**src/rtl/oka_mul_seq.sv**
```systemverilog
// Sequential overlap-free Karatsuba GF(2) multiplier; one shared HxH carry-less core over three cycles.
// Latency 4 cycles (5 with REDUCE); result and out_valid hold in DONE until out_ready, no input accepted meanwhile.
module oka_mul_seq #(
    parameter int unsigned    N      = 15,
    parameter bit             REDUCE = 1'b0,
    parameter logic [N-1:0]   FPOLY  = N'(15'h0003)
) (
    input  logic           clk,
    input  logic           rst_n,
    input  logic           in_valid,
    output logic           in_ready,
    input  logic [N-1:0]   a,
    input  logic [N-1:0]   b,
    output logic           out_valid,
    input  logic           out_ready,
    output logic [2*N-2:0] y,
    output logic           busy
);
    localparam int unsigned H  = (N + 1) / 2;
    localparam int unsigned AW = 2 * H;
    localparam int unsigned PW = 2 * H - 1;
    localparam int unsigned YW = 2 * N - 1;
    localparam int unsigned RW = 4 * H - 1;
    localparam logic [YW-1:0] FEXT = YW'(FPOLY);

    typedef enum logic [2:0] {IDLE, MUL0, MUL1, MUL2, COMB, RED, DONE} state_t;

    state_t        state_q;
    logic [H-1:0]  a0_q, a1_q, b0_q, b1_q;
    logic [H-1:0]  a0_d, a1_d, b0_d, b1_d;
    logic [PW-1:0] p0_q, p1_q, p2_q;
    logic [YW-1:0] acc_q, y_q;
    logic          in_ready_q, out_valid_q, busy_q;

    logic [AW-1:0] ap_d, bp_d;
    logic [H-1:0]  mx_d, my_d;
    logic [PW-1:0] pm_d, m_d;
    logic [RW:0]   wide_d;
    logic [YW-1:0] prod_d, red_d;
    logic          trunc_unused;

    // Even/odd split; operands are zero-padded so odd N leaves the top odd bit 0.
    always_comb begin
        ap_d = AW'(a);
        bp_d = AW'(b);
        a0_d = '0;
        a1_d = '0;
        b0_d = '0;
        b1_d = '0;
        for (int i = 0; i < int'(H); i++) begin
            a0_d[i] = ap_d[2*i];
            a1_d[i] = ap_d[2*i+1];
            b0_d[i] = bp_d[2*i];
            b1_d[i] = bp_d[2*i+1];
        end
    end

    always_comb begin
        mx_d = a0_q;
        my_d = b0_q;
        if (state_q == MUL1) begin
            mx_d = a1_q;
            my_d = b1_q;
        end else if (state_q == MUL2) begin
            mx_d = a0_q ^ a1_q;
            my_d = b0_q ^ b1_q;
        end
        pm_d = '0;
        for (int i = 0; i < int'(H); i++) begin
            if (my_d[i]) pm_d = pm_d ^ (PW'(mx_d) << i);
        end
    end

    // Odd result bits come only from M and even bits only from P0/P1: no overlap, no carries.
    always_comb begin
        m_d    = p0_q ^ p1_q ^ p2_q;
        wide_d = '0;
        for (int i = 0; i < int'(PW); i++) begin
            wide_d[2*i]   = wide_d[2*i] ^ p0_q[i];
            wide_d[2*i+1] = m_d[i];
            wide_d[2*i+2] = wide_d[2*i+2] ^ p1_q[i];
        end
        prod_d = wide_d[YW-1:0];
    end

    assign trunc_unused = ^wide_d[RW:YW];

    always_comb begin
        red_d = acc_q;
        for (int k = int'(YW) - 1; k >= int'(N); k--) begin
            if (red_d[k]) begin
                red_d    = red_d ^ (FEXT << (k - int'(N)));
                red_d[k] = 1'b0;
            end
        end
    end

    always_ff @(posedge clk or negedge rst_n) begin
        if (!rst_n) begin
            state_q     <= IDLE;
            a0_q        <= '0;
            a1_q        <= '0;
            b0_q        <= '0;
            b1_q        <= '0;
            p0_q        <= '0;
            p1_q        <= '0;
            p2_q        <= '0;
            acc_q       <= '0;
            y_q         <= '0;
            in_ready_q  <= 1'b1;
            out_valid_q <= 1'b0;
            busy_q      <= 1'b0;
        end else begin
            case (state_q)
                IDLE: begin
                    if (in_valid) begin
                        a0_q       <= a0_d;
                        a1_q       <= a1_d;
                        b0_q       <= b0_d;
                        b1_q       <= b1_d;
                        in_ready_q <= 1'b0;
                        busy_q     <= 1'b1;
                        state_q    <= MUL0;
                    end
                end
                MUL0: begin
                    p0_q    <= pm_d;
                    state_q <= MUL1;
                end
                MUL1: begin
                    p1_q    <= pm_d;
                    state_q <= MUL2;
                end
                MUL2: begin
                    p2_q    <= pm_d;
                    state_q <= COMB;
                end
                COMB: begin
                    if (REDUCE) begin
                        acc_q   <= prod_d;
                        state_q <= RED;
                    end else begin
                        y_q         <= prod_d;
                        out_valid_q <= 1'b1;
                        state_q     <= DONE;
                    end
                end
                RED: begin
                    y_q         <= red_d;
                    out_valid_q <= 1'b1;
                    state_q     <= DONE;
                end
                DONE: begin
                    if (out_ready) begin
                        y_q         <= '0;
                        out_valid_q <= 1'b0;
                        in_ready_q  <= 1'b1;
                        busy_q      <= 1'b0;
                        state_q     <= IDLE;
                    end
                end
                default: state_q <= IDLE;
            endcase
        end
    end

    assign in_ready  = in_ready_q;
    assign out_valid = out_valid_q;
    assign busy      = busy_q;
    assign y         = y_q;
endmodule
```
**config.mk**
```make
export PLATFORM = sky130hd
export DESIGN_NAME = oka_mul_seq
export DESIGN_NICKNAME = d
export VERILOG_FILES = /design/src/rtl/oka_mul_seq.sv
export SDC_FILE = /design/constraint.sdc
export NUM_CORES = 1
export LEC_CHECK = 0
export ABC_AREA = 1
export BUFFER_PORTS_ARGS = -buffer_cell sky130_fd_sc_hd__buf_2
export CORE_MARGIN = 5
export CORE_UTILIZATION = 24
export DETAILED_ROUTE_END_ITERATION = 10
export SKIP_LAST_GASP = 1
export SLEW_MARGIN = 10
export SYNTH_ARGS = -nofsm -noshare
export SYNTH_HDL_FRONTEND = slang
export SYNTH_SLANG_ARGS = --single-unit
```
**constraint.sdc**
```tcl
create_clock -name clk -period 2.4 [get_ports clk]
set_input_delay 0.12 -clock clk [delete_from_list [all_inputs] [get_ports clk]]
set_output_delay 0.12 -clock clk [all_outputs]
set_load 0.03 [all_outputs]
```
; ---- Yosys cells after proc, flatten, opt, wreduce, memory -nomap -nowiden
; Index checks and enable logic that the tools add are counted.
[totals]
register_bits = 108
latch_bits = 0
ram_bits = 0
romBits = 0
inputBits = 34
output_inout_bits = 32
wordCells = 107
mem_count = 0
[op_classes]
n_addsub = 0
mul = 0
div_mod_pow = 0
order_cmp = 0
eq_ne = 8
n_shift = 0
muxes = 38
bitwise_logic = 39
reduce_logical = 10
[ops]
columns = operator, n
row1 = 2-to-1 mux 15 bit, 8
row2 = case mux 29 bit (3 select lines), 1
row3 = 2-to-1 mux 8 bit, 6
row4 = 2-to-1 mux 29 bit, 1
row5 = NOT 2 bit, 14
row6 = bitwise XOR 14 bit, 2
row7 = case mux 3 bit (6 select lines), 1
row8 = bitwise XOR 8 x 7 -> 8 bit, 2
row9 = bitwise XOR 15 x 10 -> 15 bit, 1
row10 = bitwise XOR 15 x 11 -> 15 bit, 1
row11 = bitwise XOR 15 x 12 -> 15 bit, 1
row12 = bitwise XOR 15 x 13 -> 15 bit, 1
row13 = bitwise XOR 15 x 14 -> 15 bit, 1
row14 = bitwise XOR 15 bit, 1
row15 = bitwise XOR 15 x 9 -> 15 bit, 1
row16 = 2-to-1 mux 14 bit, 1
row17 = bitwise XOR 1 bit, 14
row18 = 2-to-1 mux 13 bit, 1
row19 = 2-to-1 mux 12 bit, 1
row20 = 2-to-1 mux 11 bit, 1
row21 = 2-to-1 mux 10 bit, 1
row22 = "== test 3 bit, second input constant", 3
row23 = 2-to-1 mux 3 bit, 3
row24 = 2-to-1 mux 9 bit, 1
row25 = other kinds (16), 27

; ---- Logic depth before layout (Yosys ltp)
; Gate-level depths: netlist of run 1.
[depth]
depth_word = 29
ltp_mapped = 18

; ---- Least setup slack after synthesis of run 1
; No wires, ideal clock.
[synth_timing]
path_kind = reg2reg
from = register state_q[0]
to = register p1_q[8]
setup_ns = 0.117
t_arrival_ns = 1.762
setup_slack_ns = 0.522
stages_incl_launch_ff = 14
path_buffers = 2
cell_sequence = dfrtp_1 > nor2_2 > nand2_2 > buf_6 > buf_6 > nand4_1 > nand2_4 > nor2_1 > xor2_1 > nand2_1 > nand3_1 > nand2_1 > nand2_1 > nand2_1
[synth_between]
elab_chain_cells = 17
elab_cells_between_ends = 20
[synth_rtl]
columns = element, line
row1 = "start, declared", 28  ; state_t state_q;
row2 = "start signal, assigned", 100  ; state_q <= IDLE;
row3 = "start signal, assigned", 123  ; state_q <= MUL0;
row4 = "start signal, assigned", 128  ; state_q <= MUL1;
row5 = == test 3 x 2 -> 1 bit, 64  ; end else if (state_q == MUL2) begin
row6 = 2-to-1 mux 8 bit, 64
row7 = 2-to-1 mux 8 bit, 61  ; if (state_q == MUL1) begin
row8 = bitwise XOR 15 x 9 -> 15 bit, 70  ; if (my_d[i]) pm_d = pm_d ^ (PW'(mx_d) << i);
row9 = 2-to-1 mux 15 bit, 70
row10 = bitwise XOR 15 x 10 -> 15 bit, 70
row11 = 2-to-1 mux 15 bit, 70
row12 = bitwise XOR 15 x 11 -> 15 bit, 70
row13 = 2-to-1 mux 15 bit, 70
row14 = bitwise XOR 15 x 12 -> 15 bit, 70
row15 = 2-to-1 mux 15 bit, 70
row16 = bitwise XOR 15 x 13 -> 15 bit, 70
row17 = 2-to-1 mux 15 bit, 70
row18 = bitwise XOR 15 x 14 -> 15 bit, 70
row19 = 2-to-1 mux 15 bit, 70
row20 = bitwise XOR 15 bit, 70
row21 = 2-to-1 mux 15 bit, 70
row22 = "end signal, assigned", 131  ; p1_q <= pm_d;
row23 = "end, declared", 31  ; logic [PW-1:0] p0_q, p1_q, p2_q;
; Parallel ways exist; a longest one is shown, timed or not.
; A chain may end at the register's enable or synchronous reset.

; ---- Worst setup path in the final report of run 1
[layout_timing]
from = register state_q[2]
to = register p2_q[4]
[layout_between]
elab_chain_cells = 18
elab_cells_between_ends = 21
[layout_rtl]
columns = element, line
row1 = == test 3 x 2 -> 1 bit, "64, 114"
row2 = 2-to-1 mux 8 bit, 64
row3 = 2-to-1 mux 8 bit, 61
row4 = 2-to-1 mux 8 bit, 70
row5 = bitwise XOR 15 x 9 -> 15 bit, 70
row6 = 2-to-1 mux 15 bit, 70
row7 = bitwise XOR 15 x 10 -> 15 bit, 70
row8 = 2-to-1 mux 15 bit, 70
row9 = (+2 left out), -
row10 = bitwise XOR 15 x 12 -> 15 bit, 70
row11 = 2-to-1 mux 15 bit, 70
row12 = bitwise XOR 15 x 13 -> 15 bit, 70
row13 = 2-to-1 mux 15 bit, 70
row14 = bitwise XOR 15 x 14 -> 15 bit, 70
row15 = 2-to-1 mux 15 bit, 70
row16 = bitwise XOR 15 bit, 70
row17 = 2-to-1 mux 15 bit, 70
row18 = "end signal, assigned", 135  ; p2_q <= pm_d;
row19 = "end, declared", 31
; Parallel ways exist; a longest one is shown, timed or not.

==> results.md, run 1 <==
* DRC Markers at 0
* Slew @ Worst Pin at 1.09 ns
* Count of flip-flops with a built-in enable after synthesis at 0
* Gate Count Post-Synth at 807
* Crit-path cells: nor2_2 > nand2_2 > buf_4 > nand4_1 > nand2_2 > nor2_1 > inv_1 > nand2_1 > nand2_1 > nand2_1 > nand2_1 > nand2_1 > nand2_1 > nand2_1 > nand2_1
* Clock Skew at approximately 0.012 ns
* Die footprint at 28,200 um^2
* Main area contributors after synthesis: dfrtp_1, nand2_1, xnor2_1
* Avg Inst Size Synth at 7.43 um^2
* Number of diodes at 0
* Inserted Clock Buffers at 9
* Worst-path fanout max at 18
* First-pass GRT wire length at 26,400 um
* Crit path max-delay family: simple AND/OR/NAND/NOR gates
* Worst Path Arrival at 2.46 ns
* Syn_nets at between 800 and 900
* Hold path startpoint: out_ready
* Status: finished, final reports clean
* Number of global-route vias before repair at 5,189
* Pre-CTS setup slack at 0.0350 ns
* Most common cell on crit path: nand2_1
* R2R Path End: p2_q[4]$_DFFE_PN0N_
* Initial DRC count at 423
* Setup TNS at 0 ns
* Setup ws final at 0.198 ns
* Final Hold Viols at 0
* Leakage power at 0.00375 uW
* H-tree Lvls at 3
* Io pins at 66
* Min cycle time layout at ~2.2 ns
* Largest net degree at the start of global routing at 61
* Yosys warns at 29
* Flop-to-flop setup slack at 0.20 ns
* Total global-route track usage at between 10% and 20%
* Sequential cell area at approximately 2700 um^2
* Commonest non-fill, non-tap cells in the layout: nand2_1, dfrtp_1, buf_2
* PwrDens at 1580 nW/um^2
* Synth cell types at 33
* Skew-Pair Late Insertion Delay at ~0.36 ns
* Cell area after layout at 7400 um^2
* Slew Limit Fails at 0
* MaxCap Viol Count at 0
* DR WL/cell at 12.3 um
* Final Net Count at 944
* Clock slew at the register clock pins of the worst setup and hold paths at 0.08 ns
* Routed vias at 5,371
* Asr flop ratio synth at 100%
* Buffers on Ports at 65
* Setup crit end kind: flop
* Crit path depth at 15
* CTS tree: built
* Worst setup path end: p2_q[4]$_DFFE_PN0N_
* Die X at 168 um
* Max stage delay on crit path at 0.47 ns
* Worst endpoint required time at 2.66 ns
* Ys flop type: dfrtp_1
* Detailed Place HPWL at around 11,000 um
* Die Y at ~170 um
* DP Area at 6720 um^2
* Reg2reg start: state_q[2]$_DFFE_PN0P_
* WL final at 15,200 um
* Yosys top cell by area: dfrtp_1
* Slew HR at a little over a quarter
* Synth top area share at between 40 and 50%
* CTS Buffer Depth at 2
* Crit start category: flop
* Fraction of layout cells with a size suffix above 1 at 16.8%
* GRT overflow at 0
* Critical path class: reg2reg
* Fill cell count at 2,646
* Final Setup Violations at 0
* Achievable Freq at 454 MHz
* DR pass1 iterations at 5
* Commonest non-fill, non-tap cell in the layout: nand2_1
* Clk sink count at 108
* Synth-to-layout area growth at 23.5%
* Initial Utilization at 24.5%
* Remaining antenna violation count after routing at 0
* Root Buffer: clkbuf_16
* Mapped Area at around 6000 um^2
* Antenna violations before repair at 0
* Buf+Inv Stages, Crit Path at 2
* Final Wtd Congestion at 0.933
* Vias per cell at 4.33
* Worst VDD drop at ~500 uV
* Tot Pwr at 11,700 uW
* Min-delay worst type: in2reg
* Hold path depth at 3
* #FFs+latches synth at about 110
* Worst setup path startpoint: state_q[2]$_DFFE_PN0P_
* Seq/Total Area, Yosys at 45.1%
* Final Cycle Share at between 90 and 100%
* Multi-input logic area at about 3000 um^2
* Worst Reg2Reg Path Length in Cells at 15
* Core area at 24,500 um^2
* Slowest cell on the critical path: dfrtp_2
* Row count at 57
-- worst register-to-register path, cell delays in order, from the launching register on --
cell	delay, ns
dfrtp_2	0.47
nor2_2	0.14
nand2_2	0.12
buf_4	0.22
nand4_1	0.10
nand2_2	0.16
nor2_1	0.22
inv_1	0.08
nand2_1	0.06
nand2_1	0.05
nand2_1	0.08
nand2_1	0.05
nand2_1	0.06
nand2_1	0.14
nand2_1	0.10
nand2_1	0.05
-- logic make-up after synthesis --
| kind of cell | after synthesis | synth area share (%) |
|---|---|---|
| compound gates | 60 | 6.03 |
| xor+xnor | 54 | 7.89 |
| buf+inv | 73 | 5.30 |
| flops | 108 | 45.1 |
| simple gates | 512 | 35.7 |
-- stage by stage --
stage	hold slack [ns]	std cells	utilization, %
floorplan	-0.176	807	-
detailed placement	0.235	1186	27.5
finish	0.0803	1239	30.3
global placement	0.232	1186	27.5
CTS	0.0791	1233	30.0
global route	0.108	1239	30.3
-- registers in the layout, summed over array words and instances, names as in the netlist --
signal and count:
y 29, p0_q 15, p1_q 14, p2_q 14, a0_q 8, b0_q 8, a1_q 7, b1_q 7
state_q 3, busy 1, in_ready 1, out_valid 1
-- how the worst min path moves through the flow --
stage                             endpoint
CTS                 state_q[0]$_DFFE_PN0P_
global placement          y[3]$_DFFE_PN0P_
detailed placement        y[0]$_DFFE_PN0P_
floorplan              a0_q[0]$_DFFE_PN0P_
finish              state_q[0]$_DFFE_PN0P_
global route        state_q[0]$_DFFE_PN0P_
-- power breakdown --
part	total, uW	leakage [uW]	switching (uW)	internal, uW
clock	1520	0.000152	767	752
sequential	3310	0.00137	676	2640
combinational	6830	0.00223	4510	2330
total	11700	0.00375	5950	5710
-- Yosys cell counts (13+ instances only) --
| cell type | number |
|---|---|
| xnor2_1 | 31 |
| o41ai_1 | 14 |
| inv_1 | 33 |
| nand3_1 | 32 |
| xor2_1 | 23 |
| nand2_1 | 364 |
| nand4_1 | 16 |
| nor2_1 | 60 |
| or2_2 | 13 |
| dfrtp_1 | 107 |
| clkbuf_1 | 16 |
| o21ai_0 | 32 |
-- per-layer routing --
metal | wire length, um | track usage (%)
met4 | 212 | 3.35
met3 | 793 | 2.09
met2 | 6620 | 17.3
met5 | 0 | 0
met1 | 7620 | 16.1
-- area by class of cell --
cell class | instances | share of cell area, %
Tap cell | 324 | 5.48
Clock buffer | 9 | 3.04
Sequential cell | 108 | 36.6
Multi-Input combinational cell | 627 | 40.5
Inverter | 45 | 2.28
Timing Repair Buffer | 119 | 11.0
Clock inverter | 7 | 1.20
-- what timing repair did --
item,CTS,global route
hold endpoints to repair,86,0
setup endpoints to repair,0,32
hold buffers,31,0
gates resized for setup,0,7
setup buffers,0,5
No activity file was read; power rests on OpenSTA's default activity.
==> run 2, diff against run 1 <==
--- a/config.mk
+++ b/config.mk
@@ -6,10 +6,12 @@
 export NUM_CORES = 1
 export LEC_CHECK = 0
 export ABC_AREA = 1
+export ABC_CLOCK_PERIOD_IN_PS = 2400
 export BUFFER_PORTS_ARGS = -buffer_cell sky130_fd_sc_hd__buf_2
 export CORE_MARGIN = 5
-export CORE_UTILIZATION = 24
+export CORE_UTILIZATION = 30
 export DETAILED_ROUTE_END_ITERATION = 10
+export SETUP_SLACK_MARGIN = 0.02
 export SKIP_LAST_GASP = 1
 export SLEW_MARGIN = 10
 export SYNTH_ARGS = -nofsm -noshare
==> run 2 against run 1 <==
Maximum frequency grew 0.80%. Clock skew is essentially flat. Flip-flop and latch count is the same. Hold slack gained 0.0069 ns. Via count shrank 1.5%. Wire length shrank 1.3%. Die area shrank 19%. Global-route usage grew 2.4 points. Core utilization grew 7.3 points. Final cell count shrank 5.2%. Setup slack gained 0.017 ns. Combinational power is essentially flat. Critical path type unchanged.
==> results.md, run 2 (same netlist as run 1, synthesis figures left out) <==
* Status: finished, final reports clean
* Commonest non-fill, non-tap cells in the layout: nand2_1, dfrtp_1, buf_2
* Number of diodes at 0 (unchanged)
* Final Wtd Congestion at 0.841 (-9.9%)
* Worst VDD drop at 497 uV (+0.16%)
* GRT overflow at 0 (unchanged)
* Vias per cell at 4.51 (+4.0%)
* Critical path class: reg2reg
* Initial Utilization at 30.6% (+6.1 points)
* Sequential cell area at 2710 um^2 (about the same)
* Leakage power at 0.00374 uW (-0.13%)
* DRC Markers at 0 (unchanged)
* Number of global-route vias before repair at 5,091 (-1.9%)
* Final Cycle Share at 91.0% (-0.73 points)
* DR WL met3 at 677 um (-15%)
* Remaining antenna violation count after routing at 0 (unchanged)
* Hold path depth at 3 (unchanged)
* Initial DRC count at 347 (-18%)
* Hold path startpoint: out_ready
* Buf+Inv Stages, Crit Path at 2 (unchanged)
* Final Hold Viols at 0 (unchanged)
* CTS Buffer Depth at 2 (unchanged)
* Cells after DPL at 1,126 (-5.1%)
* Row count at 51 (-11%)
* Die X at 151 um (-9.9%)
* R2R Path End: p2_q[1]$_DFFE_PN0N_
* Buffers on Ports at 65 (unchanged)
* Reg2reg start: state_q[0]$_DFFE_PN0P_
* Metal2 WL at 6610 um (-0.21%)
* Fill cell count at 2,091 (-21%)
* MaxCap Viol Count at 0 (unchanged)
* Total global-route track usage at 13.6% (+2.4 points)
* Slew Limit Fails at 0 (unchanged)
* Min cycle time layout at 2.18 ns (-0.0175 ns)
* Root Buffer: clkbuf_16
* Multi-input logic area at 3010 um^2 (+0.42%)
* Routed vias at 5,291 (-1.5%)
* Crit start category: flop
* Postcts setup bufs at 0 (unchanged)
* H-tree Lvls at 3 (unchanged)
* Synth-to-layout area growth at 22.7%
* Final Net Count at 938 (-0.64%)
* RSZ-0062 raised after global routing: no
* Antenna violations before repair at 0 (unchanged)
* Worst setup path startpoint: state_q[0]$_DFFE_PN0P_
* Slew @ Worst Pin at 0.753 ns (-0.341 ns)
* DR pass1 iterations at 4 (-1)
* Final Setup Violations at 0 (unchanged)
* Slew HR at 49.8% (+23 points)
* First-pass GRT wire length at 25,000 um (-5.1%)
* Most common cell on crit path: nand2_1
* Crit path max-delay family: simple AND/OR/NAND/NOR gates
* Highest metal used: met4
* WL final at 15,000 um (-1.3%)
* Fraction of layout cells with a size suffix above 1 at 16.9% (+0.11 points)
* Crit-path cells: nor2_2 > nand2_4 > buf_4 > nand2_1 > nand2_1 > nand2_1 > buf_4 > nor2_1 > xnor2_1 > o21ai_0
* Final cell count without fillers at 1,174 (-5.2%)
* Slowest cell on the critical path: dfrtp_2
* Clock slew at the register clock pins of the worst setup and hold paths at 0.07 ns (about the same)
* Worst min-delay path endpoint: state_q[0]$_DFFE_PN0P_
* Skew-Pair Late Insertion Delay at 0.36 ns (about the same)
* Min-delay worst type: in2reg
* Setup crit end kind: flop
* CTS tree: built
* Inserted Clock Buffers at 9 (unchanged)
* Worst Path Arrival at 2.41 ns (-0.05 ns)
* Die footprint at 22,900 um^2 (-19%)
* Flop-to-flop setup slack at 0.22 ns (+0.02 ns)
* Achievable Freq at 458 MHz (+0.80%)
* Die Y at 151 um (-9.9%)
* Wire length on met1 at 7600 um (-0.28%)
* Largest net degree at the start of global routing at 58 (-4.9%)
* Detailed Place HPWL at 10,600 um (-5.4%)
* PwrDens at 1610 nW/um^2 (+2.4%)
* Max stage delay on crit path at 0.45 ns (-0.02 ns)
* Clk sink count at 108 (unchanged)
* Worst Reg2Reg Path Length in Cells at 10 (-5)
* Setup TNS at 0 ns (unchanged)
* Commonest non-fill, non-tap cell in the layout: nand2_1
* Worst-path fanout max at 21 (+3)
* Worst endpoint required time at 2.62 ns (-0.04 ns)
* Max reg flops at 29 (unchanged)
* Core area at 19,600 um^2 (-20%)
* Clock Skew at 0.0113 ns (-0.000443 ns)
* DR WL/cell at 12.8 um (+4.1%)
* Io pins at 66 (unchanged)
run 2: changes by cell type in the layout (fill, tap and decap cells not counted), moves of 2 or more:
cell,delta
nor2_2,+2
buf_4,-8
bufinv_16,+2
inv_8,-2
buf_12,+2
inv_1,-2
nor2_1,-3
inv_2,+2
run 2: through the flow:
| stage | setup WS, ns | util, % | instance area (um^2) | hold slack [ns] | power (uW) |
|---|---|---|---|---|---|
| after floorplan | 0.522 | - | 5990 | -0.176 | 8330 |
| after global placement | 0.101 | 34.0 | 6660 | 0.125 | 9990 |
| after detailed placement | 0.0877 | 34.0 | 6660 | 0.121 | 10100 |
| after CTS | 0.0770 | 37.4 | 7320 | 0.0757 | 11900 |
| after global routing | 0.0302 | 37.5 | 7350 | 0.0978 | 13000 |
| final | 0.216 | 37.5 | 7350 | 0.0872 | 11900 |
run 2: what timing repair did:
| item | 4_1_cts | 5_1_grt |
|---|---|---|
| setup endpoints to repair | 0 | 45 |
| endpoints found under the hold margin | 66 | 0 |
| resized for setup | 0 | 13 |
| hold buffers | 31 | 0 |
run 2: worst max-delay path by stage:
| stage | endpoint | slack, ns | cells after the start |
|---|---|---|---|
| 2_1_floorplan | p1_q[8]$_DFFE_PN0P_ | 0.52 | 13 |
| 3_3_place_gp | p0_q[7]$_DFFE_PN0N_ | 0.10 | 15 |
| 3_5_place_dp | p1_q[7]$_DFFE_PN0P_ | 0.09 | 15 |
| 4_1_cts | p1_q[7]$_DFFE_PN0P_ | 0.08 | 15 |
| 5_1_grt | p0_q[8]$_DFFE_PN0N_ | 0.03 | 15 |
| 6_report | p2_q[1]$_DFFE_PN0N_ | 0.22 | 10 |
run 2: cell type report:
type | count | share of cell area (%)
clock inverters | 7 | 1.62
repair buffers | 113 | 10.8
flip-flops and latches | 108 | 36.8
inverters | 45 | 2.30
multi-input cells | 627 | 40.9
well taps | 265 | 4.51
clock buffers | 9 | 3.06
run 2: metal layers:
layer	up-vias	global-route usage (%)
met2	118	21.4
met4	0	3.85
met3	13	2.60
met1	2416	19.2
li1	2744	-
met5	-	0
run 2: power breakdown:
part           total (uW)  switching [uW]  internal, uW
registers            3310             675          2640
logic                6850            4520          2340
clock network        1700             753           943
total               11900            5940          5920
run 2: worst reg2reg max path, cell delays in order (launching register included):
cell	delay [ns]
dfrtp_2	0.45
nor2_2	0.18
nand2_4	0.10
buf_4	0.22
nand2_1	0.08
nand2_1	0.07
nand2_1	0.22
buf_4	0.17
nor2_1	0.04
xnor2_1	0.38
o21ai_0	0.14
==> run 3, diff against run 2 <==
==> constraint.sdc (replaced) <==
create_clock -name clk -period 2.4 [get_ports clk]
set_input_delay 0.48 -clock clk [delete_from_list [all_inputs] [get_ports clk]]
set_output_delay 0.48 -clock clk [all_outputs]
set_load 0.03 [all_outputs]
==> run 3 against run 2 <==
Via count decreased by 1.9%. Largest cell class unchanged. Core utilization decreased by 1.6 points. Flip-flop and latch count unchanged. Combinational power decreased by 0.6%. Maximum frequency increased by 2.7%. Critical path depth decreased by 3. Die area unchanged. Clock power decreased by 6%. Final cell count decreased by 2.3%. Global-route usage decreased by 0.47 points.
==> results.md, run 3 (same netlist as run 1, synthesis figures left out) <==
* Critical path class: reg2reg
* Initial Utilization at 30.6% (unchanged)
* CTS Buffer Depth at 2 (unchanged)
* Worst VDD drop at 516 uV (+3.8%)
* Root Buffer: clkbuf_16
* Commonest non-fill, non-tap cell in the layout: nand2_1
* Worst hold margin at 0.319 ns (+0.232 ns)
* Inserted Clock Buffers at 9 (unchanged)
* Fraction of layout cells with a size suffix above 1 at 17.3% (+0.41 points)
* Row count at 51 (unchanged)
* Slew Limit Fails at 0 (unchanged)
* PwrDens at 1660 nW/um^2 (+3.2%)
* Final Hold Viols at 0 (unchanged)
* Max stage delay on crit path at 0.85 ns (+0.40 ns)
* Antenna violations before repair at 0 (unchanged)
* Number of global-route vias before repair at 4,843 (-4.9%)
* Crit start category: flop
* Die Y at 151 um (unchanged)
* Number of diodes at 0 (unchanged)
* Total global-route track usage at 13.2% (-0.47 points)
* Routed vias at 5,193 (-1.9%)
* Crit-path cells: inv_1 > nand2_1 > nor2_1 > nor2_1 > buf_4 > o21ai_0 > o31ai_1
* Final Cycle Share at 88.6% (-2.4 points)
* DRC Markers at 0 (unchanged)
* Achievable Freq at 470 MHz (+2.7%)
* Min cycle time layout at 2.13 ns (-0.0570 ns)
* H-tree Lvls at 3 (unchanged)
* Commonest non-fill, non-tap cells in the layout: nand2_1, dfrtp_1, buf_2
* Tot Pwr at 11,700 uW (-1.2%)
* DR WL/cell at 12.5 um (-2.3%)
* Fill cell count at 2,116 (+1.2%)
* WL final at 14,400 um (-4.5%)
* Worst endpoint required time at 2.63 ns (about the same)
* RSZ-0062 raised after global routing: no
* Buffers on Ports at 65 (unchanged)
* Leakage power at 0.00362 uW (-3.3%)
* Detailed Place HPWL at 10,600 um (about the same)
* Slew @ Worst Pin at 1.13 ns (+0.376 ns)
* Slowest cell on the critical path: nor2_1
* Skew-Pair Late Insertion Delay at 0.36 ns (about the same)
* Slew HR at 24.5% (-25 points)
* Core area at 19,600 um^2 (unchanged)
* First-pass GRT wire length at 24,200 um (-3.4%)
* Status: finished, final reports clean
* Most common cell on crit path: nor2_1
* Vias per cell at 4.53 (+0.46%)
* Final Wtd Congestion at 0.848 (+0.89%)
* Clock Skew at 0.00727 ns (-0.00400 ns)
* Io pins at 66 (unchanged)
* Min-delay worst type: in2reg
* Synth-to-layout area growth at 17.4%
* Clock slew at the register clock pins of the worst setup and hold paths at 0.08 ns (about the same)
* Remaining antenna violation count after routing at 0 (unchanged)
* Crit path max-delay family: simple AND/OR/NAND/NOR gates
* Worst-path fanout max at 15 (-29%)
* Die footprint at 22,900 um^2 (unchanged)
* CTS tree: built
* Worst Path Arrival at 2.35 ns (-0.06 ns)
* Final Net Count at 911 (-2.9%)
* Initial DRC count at 242 (-30%)
* Die X at 151 um (unchanged)
* Final Setup Violations at 0 (unchanged)
* Setup TNS at 0 ns (unchanged)
* GRT overflow at 0 (unchanged)
* DR pass1 iterations at 4 (unchanged)
* Setup crit end kind: flop
* MaxCap Viol Count at 0 (unchanged)
* Clk sink count at 108 (unchanged)
* Largest net degree at the start of global routing at 73 (+26%)
* Max reg flops at 29 (unchanged)
* Buf+Inv Stages, Crit Path at 2 (unchanged)
[run 3: cell count changes in the layout (fill, tap and decap cells not counted), sizes merged]
cell / delta
inv: +2
bufinv: -1
nand2: -1
clkinv: -1
dlygate4sd3: -30
buf: +4
[run 3: final timing paths]
kind | start | end | slack [ns] | cells after the start
min in group asynchronous | rst_n | y[26]$_DFFE_PN0P_ | 0.49 | 2
worst max register to register | state_q[1]$_DFFE_PN0P_ | y[28]$_DFFE_PN0P_ | 0.27 | 7
max in group asynchronous | rst_n | in_ready$_DFFE_PN1P_ | 1.28 | 3
worst min-delay path | b[4] | b0_q[2]$_DFFE_PN0P_ | 0.32 | 3
worst max-delay path | state_q[1]$_DFFE_PN0P_ | y[28]$_DFFE_PN0P_ | 0.27 | 7
worst min register to register | y[23]$_DFFE_PN0P_ | y[23]$_DFFE_PN0P_ | 0.48 | 2
[run 3: routing by layer]
metal / global-route usage [%] / wire length (um) / vias up
met3: 2.99 / 714 / 13
met4: 3.22 / 158 / 0
met5: 0 / 0 / -
li1: - / - / 2687
met1: 18.8 / 7150 / 2392
met2: 20.2 / 6350 / 101
[run 3: cell type report]
type,instances,area [um^2],area share (%)
Clock buffer,9,225,3.20
Sequential cell,108,2710,38.5
Clock inverter,7,103,1.46
Inverter,45,169,2.40
Multi-Input combinational cell,626,2990,42.5
Timing Repair Buffer,87,512,7.27
Tap cell,265,332,4.71
[run 3: worst register-to-register path, cell delays in order, from the launching register on]
cell	delay [ns]
dfrtp_2	0.45
inv_1	0.10
nand2_1	0.07
nor2_1	0.85
nor2_1	0.11
buf_4	0.24
o21ai_0	0.09
o31ai_1	0.10
[run 3: metrics by stage]
step | utilization, % | worst slack, ns | std cells | area, um^2
after global routing | 35.9 | 0.0176 | 1147 | 7040
after CTS | 35.8 | 0.0586 | 1145 | 7010
after global placement | 34.0 | 0.0570 | 1128 | 6670
after detailed placement | 34.0 | 0.0182 | 1128 | 6670
after floorplan | - | 0.522 | 807 | 5990
final | 35.9 | 0.273 | 1147 | 7040
[run 3: repair_timing]
item	4_1_cts	5_1_grt
endpoints found under the hold margin	9	0
hold buffers	1	0
gates resized for setup	1	8
endpoints found under the setup margin	3	33
setup buffers	0	2
[run 3: power by group]
group,total (uW),switching [uW],internal [uW]
Sequential,3300,661,2640
Combinational,6810,4470,2350
Clock,1600,754,850
